--- src/rtl/uart_tx_arbiter.sv ---
// Three-requester, frame-locked arbiter in front of a single UART transmitter.
// Round-robin grant per frame; a stalled locked frame is aborted after TIMEOUT_CYCLES.
module uart_tx_arbiter #(
  parameter int TIMEOUT_CYCLES = 50000
) (
  input  logic       clk,
  input  logic       rst_n,
  input  logic [2:0] req,
  input  logic [2:0] last,
  input  logic [7:0] data0,
  input  logic [7:0] data1,
  input  logic [7:0] data2,
  output logic [2:0] ack,
  input  logic       tx_rdy,
  output logic       data_wen,
  output logic [7:0] data,
  output logic [1:0] owner,
  output logic       timeout_err
);

  localparam int CW = $clog2(TIMEOUT_CYCLES + 1);
  localparam logic [CW-1:0] T_MAX  = CW'(TIMEOUT_CYCLES);
  localparam logic [CW-1:0] T_LAST = CW'(TIMEOUT_CYCLES - 1);

  typedef enum logic [1:0] {IDLE, WAIT_RDY, STROBE, POST} state_t;

  state_t        state;
  logic [1:0]    ptr;
  logic [1:0]    gnt;
  logic [CW-1:0] cnt;
  logic          last_q;
  logic          own_req;
  logic          own_last;
  logic [7:0]    own_data;

  // Search starts one past the previous winner, so ptr holds the lowest priority.
  always_comb begin
    gnt = 2'd0;
    case (ptr)
      2'd0:    gnt = req[1] ? 2'd1 : (req[2] ? 2'd2 : 2'd0);
      2'd1:    gnt = req[2] ? 2'd2 : (req[0] ? 2'd0 : 2'd1);
      default: gnt = req[0] ? 2'd0 : (req[1] ? 2'd1 : 2'd2);
    endcase
  end

  always_comb begin
    own_req  = 1'b0;
    own_last = 1'b0;
    own_data = 8'h00;
    case (owner)
      2'd0:    begin own_req = req[0]; own_last = last[0]; own_data = data0; end
      2'd1:    begin own_req = req[1]; own_last = last[1]; own_data = data1; end
      2'd2:    begin own_req = req[2]; own_last = last[2]; own_data = data2; end
      default: ;
    endcase
  end

  always_ff @(posedge clk or negedge rst_n) begin
    if (!rst_n) begin
      state       <= IDLE;
      owner       <= 2'd3;
      data        <= 8'h00;
      data_wen    <= 1'b1;
      ack         <= 3'b000;
      timeout_err <= 1'b0;
      ptr         <= 2'd2;
      cnt         <= '0;
      last_q      <= 1'b0;
    end else begin
      ack         <= 3'b000;
      timeout_err <= 1'b0;
      data_wen    <= 1'b1;
      case (state)
        IDLE: begin
          if (|req) begin
            owner <= gnt;
            ptr   <= gnt;
            cnt   <= '0;
            state <= WAIT_RDY;
          end else begin
            owner <= 2'd3;
          end
        end
        WAIT_RDY: begin
          // A byte that becomes ready on the final allowed cycle still wins over the abort.
          if (tx_rdy && own_req) begin
            data     <= own_data;
            last_q   <= own_last;
            data_wen <= 1'b0;
            ack      <= 3'b001 << owner;
            state    <= STROBE;
          end else if (cnt == T_LAST) begin
            timeout_err <= 1'b1;
            owner       <= 2'd3;
            cnt         <= T_MAX;
            state       <= IDLE;
          end else if (cnt != T_MAX) begin
            cnt <= cnt + CW'(1);
          end
        end
        STROBE: state <= POST;
        POST: begin
          if (last_q) begin
            owner <= 2'd3;
            state <= IDLE;
          end else begin
            cnt   <= '0;
            state <= WAIT_RDY;
          end
        end
        default: state <= IDLE;
      endcase
    end
  end

endmodule
--- config.mk ---
export PLATFORM = sky130hd
export DESIGN_NAME = uart_tx_arbiter
export DESIGN_NICKNAME = d
export VERILOG_FILES = /design/src/rtl/uart_tx_arbiter.sv
export SDC_FILE = /design/constraint.sdc
export NUM_CORES = 1
export LEC_CHECK = 0
export ABC_AREA = 1
export BUFFER_PORTS_ARGS = -buffer_cell sky130_fd_sc_hd__buf_4
export CAP_MARGIN = 0
export CELL_PAD_IN_SITES_DETAIL_PLACEMENT = 0
export CELL_PAD_IN_SITES_GLOBAL_PLACEMENT = 2
export CORE_MARGIN = 5
export CORE_UTILIZATION = 27
export CTS_CLUSTER_SIZE = 16
export DETAILED_ROUTE_END_ITERATION = 8
export GPL_ROUTABILITY_DRIVEN = 0
export MAX_ROUTING_LAYER = met4
export PLACE_DENSITY = 0.72
export SYNTH_ARGS = -nofsm -noshare
export SYNTH_HDL_FRONTEND = slang
export SYNTH_SLANG_ARGS = --single-unit
export TNS_END_PERCENT = 30
--- constraint.sdc ---
create_clock -name clk -period 1.8 [get_ports clk]
set_clock_uncertainty 0.2 [all_clocks]
set_input_delay 0.18 -clock clk [delete_from_list [all_inputs] [get_ports clk]]
set_output_delay 0.18 -clock clk [all_outputs]
set_load 0.01 [all_outputs]
**Word level (Yosys, flattened, before mapping)**

Cells that the tools add are included.

- Flip-flop bits (word level): 36
- Input port bits: 33
- Output and inout port bits: 15
- Word-level logic and storage cells: 70

- Reduce and logical (&&, ||, !) cells: 11
- Shifts and indexed selects: 1
- Equal/unequal tests: 15
- Multiplexer cells: 33
- $add $sub $neg: 1

Operators with widths:

| cell | number |
|---|---|
| $mux W16 | 5 |
| $pmux W16 S3 | 1 |
| $mux W2 | 12 |
| $pmux W8 S3 | 1 |
| $add A16 B1 Y16 const B | 1 |
| $eq A16 B16 Y1 const B | 1 |
| $ne A16 B16 Y1 const B | 1 |
| $ne A2 B2 Y1 const B | 5 |
| $pmux W2 S4 | 1 |
| $mux W1 | 7 |
| $eq A2 B1 Y1 const B | 3 |
| $eq A2 B2 Y1 const B | 3 |
| $logic_not A2 Y1 | 3 |
| $mux W3 | 2 |
| $ne A3 B3 Y1 const B | 2 |
| $pmux W1 S3 | 2 |
| $pmux W2 S3 | 1 |
| $reduce_and A2 Y1 | 3 |
| $reduce_and A5 Y1 | 1 |
| $pmux W2 S2 | 1 |
| $reduce_and A4 Y1 | 1 |
| $reduce_bool A3 Y1 | 1 |
| $reduce_or A3 Y1 | 1 |
| $shl A1 B2 Y3 const A | 1 |
| $logic_and A1 B1 Y1 | 1 |

**Depth between registers and ports, before layout**

- Depth in word-level cells: 5
- Mapped depth: 11
- Mapped depth without buffers: 11

**Worst setup path after synthesis**

OpenSTA, ideal clock, no wires.

- Kind: reg2reg
- Start point: reg (tool-made name)
- End point: reg cnt[13]
- Required time: 1.483 ns
- Buffers on the path: 1
- Library setup time: 0.117 ns
- Path slack: 0.014 ns
- Cell stages (with the launch flop): 11
- Clock period less this slack: 1.786 ns
- Data arrival time: 1.469 ns
- Path through: dfrtp_1 -> inv_1 -> ha_1 -> nand3_1 -> nor2_1 -> nand3_1 -> nand2_2 -> nor2_8 -> buf_8 -> nand2_1 -> nand2_1

RTL lines:

| element | RTL line | source |
|---|---|---|
| end signal: assignment | 98 | `cnt <= cnt + CW'(1);` |
| end: declaration | 30 | `logic [CW-1:0] cnt;` |

**Worst setup path after layout**

- Start point: reg state[0]
- End point: reg cnt[11]

- Cells in the longest elaborated chain, start to end: 3
- Elaborated cells on any way between the ends: 10
- Those cells by class: 6 x eq/ne; 1 x mux; 3 x reduce/logical

Ends and longest elaborated chain:

| element | RTL line | source |
|---|---|---|
| start: declaration | 27 | `state_t state;` |
| start signal: assignment | 60 | `state <= IDLE;` |
| start signal: assignment | 79 | `state <= WAIT_RDY;` |
| start signal: assignment | 91 | `state <= STROBE;` |
| $eq A2 B1 Y1, or another cell as far along | 73 | `case (state)` |
| $ne A3 B3 Y1 (no source line), or another cell as far along | - |  |
| $reduce_and A5 Y1 (no source line) | - |  |

Parallel ways exist; a longest one is shown, timed or not.
A chain may end at the register's enable or synchronous reset.

==> results.toml <==
[cells_and_area]
fin_util = 0.404
layout_commonest_cell = "nand2_1"
finish.instance_area_um2 = 3510
fillCellCount = 954
most-common-layout-cells = "100 x nand2_1, 76 x buf_4, 33 x inv_1"
diodes = 0
flow.area_growth_from_synthesis_pct = 47.0
nets = 468
drive_gt1_frac = 0.380
post_layout_nonfiller_instances = 537

[routing]
routed_wl_um = 7380
route.antenna.remaining_nets = 0
avgRoutedWirePerCell_um = 13.7
dr.first_iter.drc_count = 100
avgViaCountPerCell = 4.55
drt_pass1_iterations = 4
remaining_drc_errors = 0
detailroute.via_count = 2443

[floorplanning]
die_area_um2 = 10800
floorplan.core_area_um2 = 8680
die_w_um = 104
ios = 48
die-height_um = 104
floorplan.initialDensity = 0.275
placement_rows = 34

[clock_network]
numClockSinks = 36
clock_h_tree_levels = 2
cts.reportedPaths.clkPinSlew_ns = 0.08
clk_root_buffer_cell = "clkbuf_8"
clock_insertion_delay_worst_skew_ns = 0.29
longest_clk_path_bufs = 2
clock_tree_from_tritoncts = "yes"
numCtsBuffers = 5

[timing]
hold_slack_ns = 0.00713
timing.fmax_ghz = 0.564
timing.final.crit_period_ns = 1.77
timing.max_slew.rel_slack = 0.674
postLayoutSetupSlackWorst_ns = 0.0264
finalMaxSlewViolations = 0
period_share = 0.985
report.final.hold_viol_count = 0
worstMarginPinSlew_ns = 0.489
rsz0062_at_grt = "true"
accumulated_negative_setup_slack_ns = 0
report.final.setup_viol = 0

[synthesis]
yosysWarnings = 0
syn_area_per_cell_um2 = 7.04
synth_cell_type_count = 36
synth_top_cells_by_area = "dfrtp_1 34%, nand2_1 18%, inv_1 6.4%, nor2_1 5.8%, nand3_1 5.5%"
synth.ff_latch_count = 36
syn-cell-area_um2 = 2390
post-synth-top-area-fraction = 0.335
synth.yosys.seq_area_share = 0.379
area_leader_netlist = "dfrtp_1"
postSynthCellCount = 339
synthesis.nets = 379

[power]
power.static_leakage_nw = 1.70
share_seq_of_total_power = 0.273
power_frac_comb = 0.505
worst_supply_voltage_drop_on_vdd_mv = 0.675
p_switching_mw = 1.85
p_int_mw = 2.76
power_per_cell_area_nw_per_um2 = 1310
share_clk_of_total_power = 0.223
design_power_total_mw = 4.61
switching_share = 0.401

[placement]
numPlacedInstances = 518
dpl-instance-area_um2 = 3070
port-buffer-count = 47
pre_cts_slack_ns = -0.0425
detailed_place_hpwl_um = 5340

[global_route]
antenna_found_initial = 0
grt_remaining_overflow = 0
grt_pass1_vias = 2593
track_usage = 0.145
grt_max_degree = 37
grt_first_pass_wirelength_um = 12600

[min_path]
hp-class = "input port to flop"

[setup_path]
timing.critical_path.from_type = "flop"
maximum_fanout_along_the_worst_path = 5
arrival_ns = 1.81
timing.critical_path.to_type = "flop"
criticalPathCategory = "flop to flop"
critical_path_required_ns = 1.83

[run]
maxCapViolations = 0

[outcome]
run_status = "complete, no violations"
sequential cells by signal (all words and copies together) (netlist names), named ones only:
register,flops
cnt,16
timeout_err,1
owner,2
data_wen,1
state,1
ack,3
ptr,2
last_q,1
data,8
final cells by class:
type                            count  area, um2  share of cell area
Tap cell                          108        135              0.0385
Inverter                           46        184              0.0524
Clock buffer                        5       68.8              0.0196
Multi-Input combinational cell    253       1440               0.409
Sequential cell                    36        910               0.259
Timing Repair Buffer               86        686               0.195
Clock inverter                      3       90.1              0.0257
kinds of logic (layout without fill, tap and decap cells):
group | Yosys count | after routing | share of synthesized area
fa+ha+maj | 7 | 7 | 0.0367
simple gates | 210 | 212 | 0.395
buf+inv | 52 | 140 | 0.0907
compound gates | 30 | 30 | 0.0839
xor+xnor | 4 | 4 | 0.0147
flops | 36 | 36 | 0.379
repair_timing:
item / 4_1_cts / 5_1_grt
gates cloned: 2 / 0
pin swaps: 2 / 13
endpoints found under the hold margin: 34 / 0
setup buffers: 2 / 2
endpoints found under the setup margin: 17 / 22
hold buffers: 5 / 0
resized for setup: 8 / 56
per-layer routing:
metal	wire, um	vias up	GRT usage
li1	-	1259	-
met1	3570	1125	0.191
met2	3420	53	0.229
met3	322	6	0.0304
met4	63	0	0.0305
met5	0	-	-
final timing paths:
check | startpoint | to | slack (ns) | cells after the start
min reg2reg | data[1]$_DFFE_PN0P_ | data[1]$_DFFE_PN0P_ | 0.29 | 2
min | data1[6] | data[6]$_DFFE_PN0P_ | 0.007 | 5
max reg2reg | state[0]$_DFFE_PN0P_ | cnt[11]$_DFFE_PN0P_ | 0.03 | 10
max | state[0]$_DFFE_PN0P_ | cnt[11]$_DFFE_PN0P_ | 0.03 | 10
min in group asynchronous | rst_n | cnt[2]$_DFFE_PN0P_ | 0.19 | 2
max in group asynchronous | rst_n | owner[0]$_DFFE_PN1P_ | 0.85 | 2
worst max-delay path, stage by stage, from the launching register on:
cell     delay [ns]
dfrtp_2        0.46
inv_2          0.08
ha_2           0.21
nand2_2        0.10
nand2_1        0.07
inv_2          0.09
nand2_8        0.09
nor2_4         0.14
buf_6          0.14
nand2_2        0.06
nand2_2        0.06
Yosys cell counts, drive strengths merged:
master,count
nand2,118
inv,45
nor2,40
dfrtp,32
nand3,30
o21ai,15
nor3,12
nand4,9
ha,7
a31o,5
buf,5
a21oi,4
dfstp,4
xor2,3
a221oi,2
a31oi,2
a211oi,1
clkbuf,1
clkinv,1
nor4,1
o2bb2ai,1
xnor2,1
power groups by stage:
stage | registers, mW | clock network, mW | logic [mW]
floorplan | 1.27 | 0 | 1.14
global placement | 1.24 | 0 | 1.96
detailed placement | 1.24 | 0 | 1.98
CTS | 1.23 | 1.06 | 2.12
global route | 1.29 | 1.09 | 2.61
finish | 1.26 | 1.03 | 2.33
No activity file was read; power rests on OpenSTA's default activity.
